### src/rtl/sorted_run_source_if.sv
// Merger input-stream bundle: upstream write handshake plus FWFT read side.
// SORTED_RUN_SOURCE_ORDER_CHECK_EN adds the o_order_err status line.
interface sorted_run_source_if #(
    parameter int DW = 32
);
    logic [DW-1:0] i_data;
    logic          i_valid;
    logic          o_ready;
    logic          i_flush;
    logic [DW-1:0] o_fifo_data;
    logic          o_fifo_empty;
    logic          i_fifo_read;
    logic          o_zero_drop;
    logic          o_underrun;
`ifdef SORTED_RUN_SOURCE_ORDER_CHECK_EN
    logic          o_order_err;

    modport slave (
        input  i_data, i_valid, i_flush, i_fifo_read,
        output o_ready, o_fifo_data, o_fifo_empty, o_zero_drop, o_underrun, o_order_err
    );
    modport master (
        output i_data, i_valid, i_flush, i_fifo_read,
        input  o_ready, o_fifo_data, o_fifo_empty, o_zero_drop, o_underrun, o_order_err
    );
`else
    modport slave (
        input  i_data, i_valid, i_flush, i_fifo_read,
        output o_ready, o_fifo_data, o_fifo_empty, o_zero_drop, o_underrun
    );
    modport master (
        output i_data, i_valid, i_flush, i_fifo_read,
        input  o_ready, o_fifo_data, o_fifo_empty, o_zero_drop, o_underrun
    );
`endif
endinterface

### src/rtl/sorted_run_source.sv
// Buffers ascending keys and presents them as runs of RUN_LEN closed by key 0.
// Optional: SORTED_RUN_SOURCE_ORDER_CHECK_EN adds a sticky ordering-error flag.
module sorted_run_source #(
    parameter int DW      = 32,
    parameter int DEPTH   = 16,
    parameter int RUN_LEN = 8
) (
    input logic                i_clk,
    input logic                i_rst_n,
    sorted_run_source_if.slave bus
);
    localparam int              AW       = $clog2(DEPTH);
    localparam int              RCW      = (RUN_LEN > 1) ? $clog2(RUN_LEN) : 1;
    localparam logic [AW:0]     W_FULL   = (AW + 1)'(DEPTH);
    localparam logic [RCW-1:0]  RUN_LAST = RCW'(RUN_LEN - 1);

    typedef enum logic {ST_STREAM = 1'b0, ST_TERM = 1'b1} state_t;

    logic [DW-1:0]  r_mem [DEPTH];
    logic [AW:0]    r_wr_ptr;
    logic [AW:0]    r_rd_ptr;
    logic [AW:0]    r_count;
    state_t         r_state;
    logic [RCW-1:0] r_run_cnt;
    logic           r_flush_pend;
    logic           r_ready;
    logic           r_fifo_empty;
    logic [DW-1:0]  r_fifo_data;
    logic           r_zero_drop;
    logic           r_underrun;

    logic           w_xfer;
    logic           w_push;
    logic           w_pop;
    logic           w_to_term;
    logic           w_flush_clr;
    logic           w_term_nxt;
    logic [AW:0]    w_count_nxt;
    logic [AW:0]    w_rd_nxt;
    logic [DW-1:0]  w_head_nxt;

    // Handshake decode, run-closing decisions and next-cycle head value.
    always_comb begin
        w_xfer      = bus.i_valid & r_ready;
        w_push      = w_xfer & (bus.i_data != {DW{1'b0}});
        w_pop       = (r_state == ST_STREAM) & bus.i_fifo_read & (r_count != {(AW + 1){1'b0}});
        w_to_term   = 1'b0;
        w_flush_clr = 1'b0;
        if (r_state == ST_STREAM) begin
            if (w_pop) begin
                w_to_term = (r_run_cnt == RUN_LAST);
            end else if (r_flush_pend && (r_count == {(AW + 1){1'b0}})) begin
                // Flush only closes a run that already has keys in it.
                w_flush_clr = 1'b1;
                w_to_term   = (r_run_cnt != {RCW{1'b0}});
            end else begin
                w_to_term   = 1'b0;
            end
        end else begin
            w_to_term = 1'b0;
        end
        w_term_nxt  = (r_state == ST_TERM) ? ~bus.i_fifo_read : w_to_term;
        w_count_nxt = r_count + (AW + 1)'(w_push) - (AW + 1)'(w_pop);
        w_rd_nxt    = r_rd_ptr + (AW + 1)'(w_pop);
        // A key written into the slot about to become head is not in r_mem yet.
        if (w_term_nxt || (w_count_nxt == {(AW + 1){1'b0}})) begin
            w_head_nxt = {DW{1'b0}};
        end else if (w_push && (r_wr_ptr == w_rd_nxt)) begin
            w_head_nxt = bus.i_data;
        end else begin
            w_head_nxt = r_mem[w_rd_nxt[AW-1:0]];
        end
    end

    // Key storage; contents are meaningful only between the pointers.
    always_ff @(posedge i_clk) begin
        if (w_push) begin
            r_mem[r_wr_ptr[AW-1:0]] <= bus.i_data;
        end else begin
            r_mem[r_wr_ptr[AW-1:0]] <= r_mem[r_wr_ptr[AW-1:0]];
        end
    end

    // Circular buffer pointers and occupancy.
    always_ff @(posedge i_clk or negedge i_rst_n) begin
        if (!i_rst_n) begin
            r_wr_ptr <= {(AW + 1){1'b0}};
            r_rd_ptr <= {(AW + 1){1'b0}};
            r_count  <= {(AW + 1){1'b0}};
        end else begin
            r_wr_ptr <= r_wr_ptr + (AW + 1)'(w_push);
            r_rd_ptr <= w_rd_nxt;
            r_count  <= w_count_nxt;
        end
    end

    // Run FSM with its registered outputs.
    always_ff @(posedge i_clk or negedge i_rst_n) begin
        if (!i_rst_n) begin
            r_state      <= ST_STREAM;
            r_run_cnt    <= {RCW{1'b0}};
            r_flush_pend <= 1'b0;
            r_ready      <= 1'b1;
            r_fifo_empty <= 1'b1;
            r_fifo_data  <= {DW{1'b0}};
            r_zero_drop  <= 1'b0;
            r_underrun   <= 1'b0;
        end else begin
            r_ready      <= (w_count_nxt != W_FULL);
            r_fifo_empty <= ~w_term_nxt & (w_count_nxt == {(AW + 1){1'b0}});
            r_fifo_data  <= w_head_nxt;
            r_zero_drop  <= w_xfer & (bus.i_data == {DW{1'b0}});
            r_underrun   <= r_underrun | (bus.i_fifo_read & r_fifo_empty);
            r_flush_pend <= (r_flush_pend & ~w_flush_clr) | bus.i_flush;
            case (r_state)
                ST_STREAM: begin
                    if (w_to_term) begin
                        r_state   <= ST_TERM;
                        r_run_cnt <= {RCW{1'b0}};
                    end else if (w_pop) begin
                        r_state   <= ST_STREAM;
                        r_run_cnt <= r_run_cnt + RCW'(1);
                    end else begin
                        r_state   <= ST_STREAM;
                        r_run_cnt <= r_run_cnt;
                    end
                end
                ST_TERM: begin
                    if (bus.i_fifo_read) begin
                        r_state   <= ST_STREAM;
                        r_run_cnt <= {RCW{1'b0}};
                    end else begin
                        r_state   <= ST_TERM;
                        r_run_cnt <= r_run_cnt;
                    end
                end
                default: begin
                    r_state   <= ST_STREAM;
                    r_run_cnt <= {RCW{1'b0}};
                end
            endcase
        end
    end

    assign bus.o_ready      = r_ready;
    assign bus.o_fifo_empty = r_fifo_empty;
    assign bus.o_fifo_data  = r_fifo_data;
    assign bus.o_zero_drop  = r_zero_drop;
    assign bus.o_underrun   = r_underrun;

`ifdef SORTED_RUN_SOURCE_ORDER_CHECK_EN
    logic [RCW-1:0] r_wrun_cnt;
    logic [DW-1:0]  r_last_key;
    logic           r_order_err;

    // Write-side run tracking; a flush makes the next stored key start a run.
    always_ff @(posedge i_clk or negedge i_rst_n) begin
        if (!i_rst_n) begin
            r_wrun_cnt  <= {RCW{1'b0}};
            r_last_key  <= {DW{1'b0}};
            r_order_err <= 1'b0;
        end else begin
            if (bus.i_flush) begin
                r_wrun_cnt <= {RCW{1'b0}};
            end else if (w_push) begin
                r_wrun_cnt <= (r_wrun_cnt == RUN_LAST) ? {RCW{1'b0}} : r_wrun_cnt + RCW'(1);
            end else begin
                r_wrun_cnt <= r_wrun_cnt;
            end
            if (w_push) begin
                r_last_key <= bus.i_data;
            end else begin
                r_last_key <= r_last_key;
            end
            if (w_push && (r_wrun_cnt != {RCW{1'b0}}) && (bus.i_data < r_last_key)) begin
                r_order_err <= 1'b1;
            end else begin
                r_order_err <= r_order_err;
            end
        end
    end

    assign bus.o_order_err = r_order_err;
`endif
endmodule

### src/flat_wrapper.sv
// flat-port wrapper written by rule: the top's interface ports become plain ports
module sorted_run_source_flat 
#(
    parameter int DW      = 32,
    parameter int DEPTH   = 16,
    parameter int RUN_LEN = 8
)
  (i_clk, i_rst_n, bus_i_data, bus_i_valid, bus_i_flush, bus_i_fifo_read, bus_o_ready, bus_o_fifo_data, bus_o_fifo_empty, bus_o_zero_drop, bus_o_underrun);
  sorted_run_source_if #(.DW(DW)) bus_i ();
  input logic i_clk;
  input logic i_rst_n;
  input wire logic [$bits(bus_i.i_data)-1:0] bus_i_data;
  input wire logic [$bits(bus_i.i_valid)-1:0] bus_i_valid;
  input wire logic [$bits(bus_i.i_flush)-1:0] bus_i_flush;
  input wire logic [$bits(bus_i.i_fifo_read)-1:0] bus_i_fifo_read;
  output wire logic [$bits(bus_i.o_ready)-1:0] bus_o_ready;
  output wire logic [$bits(bus_i.o_fifo_data)-1:0] bus_o_fifo_data;
  output wire logic [$bits(bus_i.o_fifo_empty)-1:0] bus_o_fifo_empty;
  output wire logic [$bits(bus_i.o_zero_drop)-1:0] bus_o_zero_drop;
  output wire logic [$bits(bus_i.o_underrun)-1:0] bus_o_underrun;
  assign bus_i.i_data = bus_i_data;
  assign bus_i.i_valid = bus_i_valid;
  assign bus_i.i_flush = bus_i_flush;
  assign bus_i.i_fifo_read = bus_i_fifo_read;
  assign bus_o_ready = bus_i.o_ready;
  assign bus_o_fifo_data = bus_i.o_fifo_data;
  assign bus_o_fifo_empty = bus_i.o_fifo_empty;
  assign bus_o_zero_drop = bus_i.o_zero_drop;
  assign bus_o_underrun = bus_i.o_underrun;
  sorted_run_source #(.DW(DW), .DEPTH(DEPTH), .RUN_LEN(RUN_LEN)) u_core (.i_clk(i_clk), .i_rst_n(i_rst_n), .bus(bus_i));
endmodule
### config.mk
export PLATFORM = sky130hd
export DESIGN_NAME = sorted_run_source_flat
export DESIGN_NICKNAME = d
export VERILOG_FILES = /design/src/rtl/sorted_run_source_if.sv /design/src/rtl/sorted_run_source.sv /design/src/flat_wrapper.sv
export SDC_FILE = /design/constraint.sdc
export NUM_CORES = 1
export LEC_CHECK = 0
export CAP_MARGIN = 25
export CORE_ASPECT_RATIO = 0.5
export CORE_MARGIN = 4
export CORE_UTILIZATION = 42
export DETAILED_ROUTE_END_ITERATION = 8
export PLACE_DENSITY_LB_ADDON = 0.08
export SYNTH_ARGS = -nofsm -noshare
export SYNTH_HDL_FRONTEND = slang
export SYNTH_SLANG_ARGS = --single-unit
export TNS_END_PERCENT = 10
### constraint.sdc
create_clock -name i_clk -period 5.65 [get_ports i_clk]
set_input_delay 0.8475 -clock i_clk [delete_from_list [all_inputs] [get_ports i_clk]]
set_output_delay 0.8475 -clock i_clk [all_outputs]
set_load 0.01 [all_outputs]
# ---- Word level (Yosys, flattened, before mapping)
# Memories as Yosys holds them, arrays and structs flattened.
# Cells that the tools add are included.
dict set report classes {
  n_addsub 5
  eq_ne 6
  n_mux 20
  bitwise_logic 15
  n_reduce_logical 11
}
# op n
set ops {}
lappend ops {{two-way mux 32 bit} 3}
lappend ops {{zero test 32 bit} 1}
lappend ops {{nonzero test 32 bit} 1}
lappend ops {{adder 5 x 1 -> 5 bit} 3}
lappend ops {{two-way mux 1 bit} 12}
lappend ops {{zero test 5 bit} 2}
lappend ops {{two-way mux 3 bit} 3}
lappend ops {{AND 1 bit} 8}
lappend ops {{case mux 3 bit (2 select lines)} 1}
lappend ops {{== test 5 bit} 1}
lappend ops {{inequality test 5 bit (second input constant)} 1}
lappend ops {{nonzero test 5 bit} 1}
lappend ops {{subtractor 5 x 1 -> 5 bit} 1}
lappend ops {{inverter 1 bit} 4}
lappend ops {{AND reduction 2 bit} 2}
lappend ops {{adder 3 x 1 -> 3 bit (second input constant)} 1}
lappend ops {{== test 3 bit (second input constant)} 1}
lappend ops {{inequality test 3 x 1 -> 1 bit (second input constant)} 1}
lappend ops {{OR 1 bit} 3}
lappend ops {{nonzero test 3 bit} 1}
lappend ops {{logical AND 1 bit} 2}
lappend ops {{inequality test 2 bit (second input constant)} 1}
lappend ops {{case mux 1 bit (2 select lines)} 1}
lappend ops {{logical OR 1 bit} 1}
lappend ops {{inequality test 0 bit} 1}
dict set report word_totals {
  register_bits 56
  ramBits 512
  inputBits 37
  output_inout_bits 36
  elab_cells 69
  mem_count 1
}
# memory depth width read_ports rd_ports_with_merged_regs wr line_no
set memory_table {}
lappend memory_table {u_core.r_mem 16 32 1 0 1 sorted_run_source.sv:19} ;# logic [DW-1:0] r_mem [DEPTH];

# ---- Logic depth before layout (Yosys ltp)
dict set report depth {
  word_depth 8
  ltp_mapped 15
  depth_no_buf 14
}

# ---- Worst setup path after synthesis
# OpenSTA, ideal clock, no wires.
dict set report synth_timing {
  path_kind {input to register}
  startpoint {input port bus_i_data[28]}
  endpoint {memory u_core.r_mem[1][0] (enable)}
  setup_ns 0.468
  arrival_ns 3.822
  t_required_ns 5.182
  slack_ns 1.360
  cell_stages 6
  path_buffers 0
  cell_sequence {nor4_1 > nand4_1 > o21ba_2 > nand2_1 > nor2_1 > nor3b_1}
}
dict set report synth_between {
  elab_chain_cells 5
  word_cells_on_any_way 7
  classes_between {3 x mux; 2 x bitwise; 2 x reduce/logical}
}
# item line_no
set synth_lines {}
lappend synth_lines {{from (decl)} flat_wrapper.sv:12} ;# input wire logic [$bits(bus_i.i_data)-1:0] bus_i_data;
lappend synth_lines {{nonzero test 32 bit (*)} sorted_run_source.sv:45} ;# w_push = w_xfer & (bus.i_data != {DW{1'b0}});
lappend synth_lines {{AND 1 bit (*)} sorted_run_source.sv:45}
lappend synth_lines {{two-way mux 1 bit (on tied branches)} {sorted_run_source.sv:77, sorted_run_source.sv:80}}
lappend synth_lines {{two-way mux 1 bit (implied by the code) or AND reduction 2 bit (tied branches)} n/a}
lappend synth_lines {{OR 1 bit (no source line) (*)} n/a}
lappend synth_lines {{to (decl)} sorted_run_source.sv:19}
# Every way passes the cells marked *; elsewhere a longest branch is shown, timed or not.

# ---- Worst setup path in the final report
dict set report layout_timing {
  startpoint {input port bus_i_data[17]}
  endpoint {register u_core.r_fifo_data[20], in the netlist u_core.bus.o_fifo_data[20]}
}
dict set report layout_between {
  elab_chain_cells 7
  word_cells_on_any_way 9
  classes_between {2 x add/sub; 2 x mux; 1 x bitwise; 4 x reduce/logical}
}
# item line_no
set layout_lines {}
lappend layout_lines {{nonzero test 32 bit} sorted_run_source.sv:45}
lappend layout_lines {{AND 1 bit} sorted_run_source.sv:45}
lappend layout_lines {{adder 5 x 1 -> 5 bit} sorted_run_source.sv:63} ;# w_count_nxt = r_count + (AW + 1)'(w_push) - (AW + 1)'(w_pop);
lappend layout_lines {{subtractor 5 x 1 -> 5 bit} sorted_run_source.sv:63}
lappend layout_lines {{net u_core.w_count_nxt[2]} sorted_run_source.sv:38} ;# logic [AW:0] w_count_nxt;
lappend layout_lines {{zero test 5 bit} sorted_run_source.sv:66} ;# if (w_term_nxt || (w_count_nxt == {(AW + 1){1'b0}})) begin
lappend layout_lines {{logical OR 1 bit} sorted_run_source.sv:66}
lappend layout_lines {{two-way mux 32 bit} sorted_run_source.sv:66}
lappend layout_lines {{net u_core.w_head_nxt[20]} sorted_run_source.sv:40} ;# logic [DW-1:0] w_head_nxt;
lappend layout_lines {{to (signal assigned)} sorted_run_source.sv:105} ;# r_fifo_data <= {DW{1'b0}};
lappend layout_lines {{to (signal assigned)} sorted_run_source.sv:111} ;# r_fifo_data <= w_head_nxt;
lappend layout_lines {{to (decl)} sorted_run_source.sv:28} ;# logic [DW-1:0] r_fifo_data;
# The timed path passes the listed nets, and every way through them passes these cells.
# A chain may end at the register's enable or synchronous reset.

==> flow_summary.ini <==
[status]
outcome = completed

[detailed_routing]
post_dr_wirelength_cell_um = 28.7
drt_iter0_markers = 1074
via_count = 10900
number_of_remaining_drc_errors = 0
drt_pre_antenna_iters = 5
routed_via_density = 5.77
totalWireLength_mm = 54.2
antenna_left = 0

[critical_path]
cp_class = input pin to flop
worst-path-stages = 11
cp_common_cell = nor4_1
worst-endpoint-required_ps = 6060
crit_path_start_kind = input pin
crit_arrival_ps = 4920
cp_slowest_stage_delay_ps = 740
cp_max_fo = 18
cp_cell_sequence = clkdlybuf4s50_1 > nor4_1 > nand4_1 > o21ba_2 > ha_1 > fa_1 > xor2_1 > nor4_1 > a21o_1 > buf_4 > a311oi_1
worstSetupEndpointType = flop
slowest_stage = clkdlybuf4s50_1
cp_num_buf_inv = 2
critPathTopFamily = simple AND/OR/NAND/NOR gates
r2r.worst_path.cells = 12

[grt]
groute.usage.overall = 0.197
grt_pass1_vias = 11200
initial_antenna_violation_count = 0
overflow = 0
grt_pass1_wl_mm = 79.5
grt_max_degree = 66

[power_and_ir_drop]
internal_power_mw = 9.68
sw_frac_of_total = 0.321
power_per_cell_area_nw_per_um2 = 557
power.clock.fraction = 0.256
power.share.sequential = 0.382
vdd_ir_drop_max_mv = 0.395
leakagePower_nw = 8.33
netSwitchingPower_mw = 4.58
combPwrFrac = 0.362

[hold_path]
holdCritPathClass = input pin to asynchronous set/reset pin

[final_layout]
flow.area_growth_from_synthesis_pct = 17.3
final_net_count = 1207
layout_commonest_cell = edfxtp_1
post_layout_utilization_of_the_core = 0.504
diodes = 0
post_route_cells_drive_above_1_share = 0.241
mostFrequentLayoutCells = edfxtp_1, mux4_2, clkdlybuf4s50_1

[clock_tree]
cts_htree_levels = 2
ctsResizeCount = 0
postCtsHoldBufs = 0
clockBufferDepth = 3
clk_pin_slew_worst_paths_ps = 70
post_cts_setup_inserts = 0
cts_num_sinks = 568
tritoncts = done
tritoncts_buffer_count = 51
root_buffer = clkbuf_16
clk_latency_ps = 590

[run]
max-cap-violations = 0

[die]
floorplan.die.width_um = 330
design.die.area_um2 = 55900
core.rowCount = 58
die_h_um = 169
io_pins = 73
initial_core_util = 0.429
placeableCoreArea_um2 = 50800

[timing]
worst-slew-pin-transition_ps = 939
fin_worst_skew_ps = 23.5
layout_worst_path_cycle_share = 0.798
fmax_ghz = 0.222
setup_repair_after_global_routing_missed_its_margin = no
final-setup-viol-count = 0
report.final.slew_viol_count = 0
relSlewSlack = 0.373
totalNegativeSetupSlack_ps = 0
min_clock_period_post_route_ps = 4510
worst_hold_slack_ps = 167
final-hold-violation-count = 0

[synth]
largest_cells_by_area_after_synthesis = edfxtp_1, mux4_2, dfrtp_1
synth-main-ff-cell = edfxtp_1
yosysUniqueCellTypes = 47
async_reset_ff_frac = 0.0986
postSynthNetCount = 1075
synthesis_warning_total = 0
synth.ff_latch_count = 568
post_synth_inst_count = 1025
synth_seq_area_share = 0.769
library_cell_occupying_the_most_area_in_the_post_synthesis_netlist = edfxtp_1
synthesis.area_per_instance_um2 = 21.3
synth.top_cell.area_share = 0.705
synth.cell_area_um2 = 21800
post_synth_edffs = 512

[place]
buffer_ports.inserted = 72
globalplace.congestion = 0.725
dp_hpwl_mm = 30.1
-- power groups by stage --
stage / registers (mW) / clock network [mW] / logic [mW]
floorplan: 5.48 / 0 / 3.43
global placement: 5.51 / 0 / 5.16
detailed placement: 5.53 / 0 / 5.22
CTS: 5.45 / 3.73 / 5.24
global route: 5.49 / 3.93 / 5.56
finish: 5.44 / 3.65 / 5.16
-- state kept, by name, indices dropped and copies added (netlist names) --
name / cells
u_core.bus.o_zero_drop: 1
u_core.r_wr_ptr: 5
u_core.r_flush_pend: 1
u_core.r_count: 5
u_core.bus.o_fifo_empty: 1
u_core.bus.o_underrun: 1
u_core.bus.o_fifo_data: 32
u_core.bus.o_ready: 1
u_core.r_run_cnt: 3
u_core.r_rd_ptr: 5
u_core.r_mem: 512
u_core.r_state: 1
-- per-layer routing --
layer / share of wire / wire length, um / global-route usage
met1: 0.48 / 25800 / 0.312
met2: 0.45 / 24500 / 0.294
met3: 0.056 / 3060 / 0.0295
met4: 0.016 / 861 / 0.0399
met5: 0 / 0 / 0
-- layout make-up --
type | count | area (um^2)
sequential | 568 | 16800
timing repair buffer | 131 | 1240
tap | 690 | 863
inverter | 15 | 63.8
fill | 4096 | 25200
clock inverter | 29 | 352
multi-input combinational | 390 | 4880
clock buffer | 66 | 1400
-- cell families (layout without fill, tap and decap cells) --
logic type / count (synthesis) / in the layout / share of synthesized area
adders and majority gates: 13 / 13 / 0.00780
xor gates and xnor gates: 16 / 16 / 0.00924
DFF: 568 / 568 / 0.769
buffers and inverters: 67 / 241 / 0.0140
AOI/OAI and AO/OA: 120 / 120 / 0.0430
and+or+nand+nor: 106 / 106 / 0.0236
muxes: 135 / 135 / 0.133
-- synth_stat cells, types with 3 or more instances --
cell type	instances
nor2b_1	5
buf_6	6
buf_2	7
clkbuf_1	37
xor2_1	6
mux2i_1	10
nor4_1	9
edfxtp_1	512
a21oi_1	7
nor2_1	49
ha_1	12
nor3_1	6
nand4_1	3
a221oi_1	4
nand2b_1	9
xnor2_1	6
dfrtp_1	54
a311oi_1	33
inv_1	13
mux4_2	124
a22oi_1	62
nand3_1	4
a21o_1	3
nand2_1	12
-- final timing paths --
path | end | slack, ps | from
max | u_core.bus.o_fifo_data[20]$_DFF_PN0_ | 1140 | bus_i_data[17]
min | u_core.bus.o_fifo_data[3]$_DFF_PN0_ | 170 | i_rst_n
max reg2reg | u_core.bus.o_fifo_data[18]$_DFF_PN0_ | 1800 | u_core.r_count[3]$_DFF_PN0_
min reg2reg | u_core.bus.o_underrun$_DFF_PN0_ | 460 | u_core.bus.o_underrun$_DFF_PN0_
max in group asynchronous | u_core.bus.o_fifo_empty$_DFF_PN1_ | 4880 | i_rst_n
min in group i_clk | u_core.bus.o_underrun$_DFF_PN0_ | 460 | u_core.bus.o_underrun$_DFF_PN0_
-- per-stage QoR --
| step | std cells | power, mW | setup slack [ps] | instance area, um^2 |
|---|---|---|---|---|
| CTS | 1888 | 14.4 | 1110 | 25600 |
| floorplan | 1025 | 8.91 | 1360 | 21800 |
| detailed placement | 1793 | 10.8 | 520 | 23800 |
| finish | 1889 | 14.3 | 1140 | 25600 |
| global placement | 1791 | 10.7 | 298 | 23800 |
| global route | 1889 | 15.0 | 948 | 25600 |
Power figures use the tool's default switching activity.
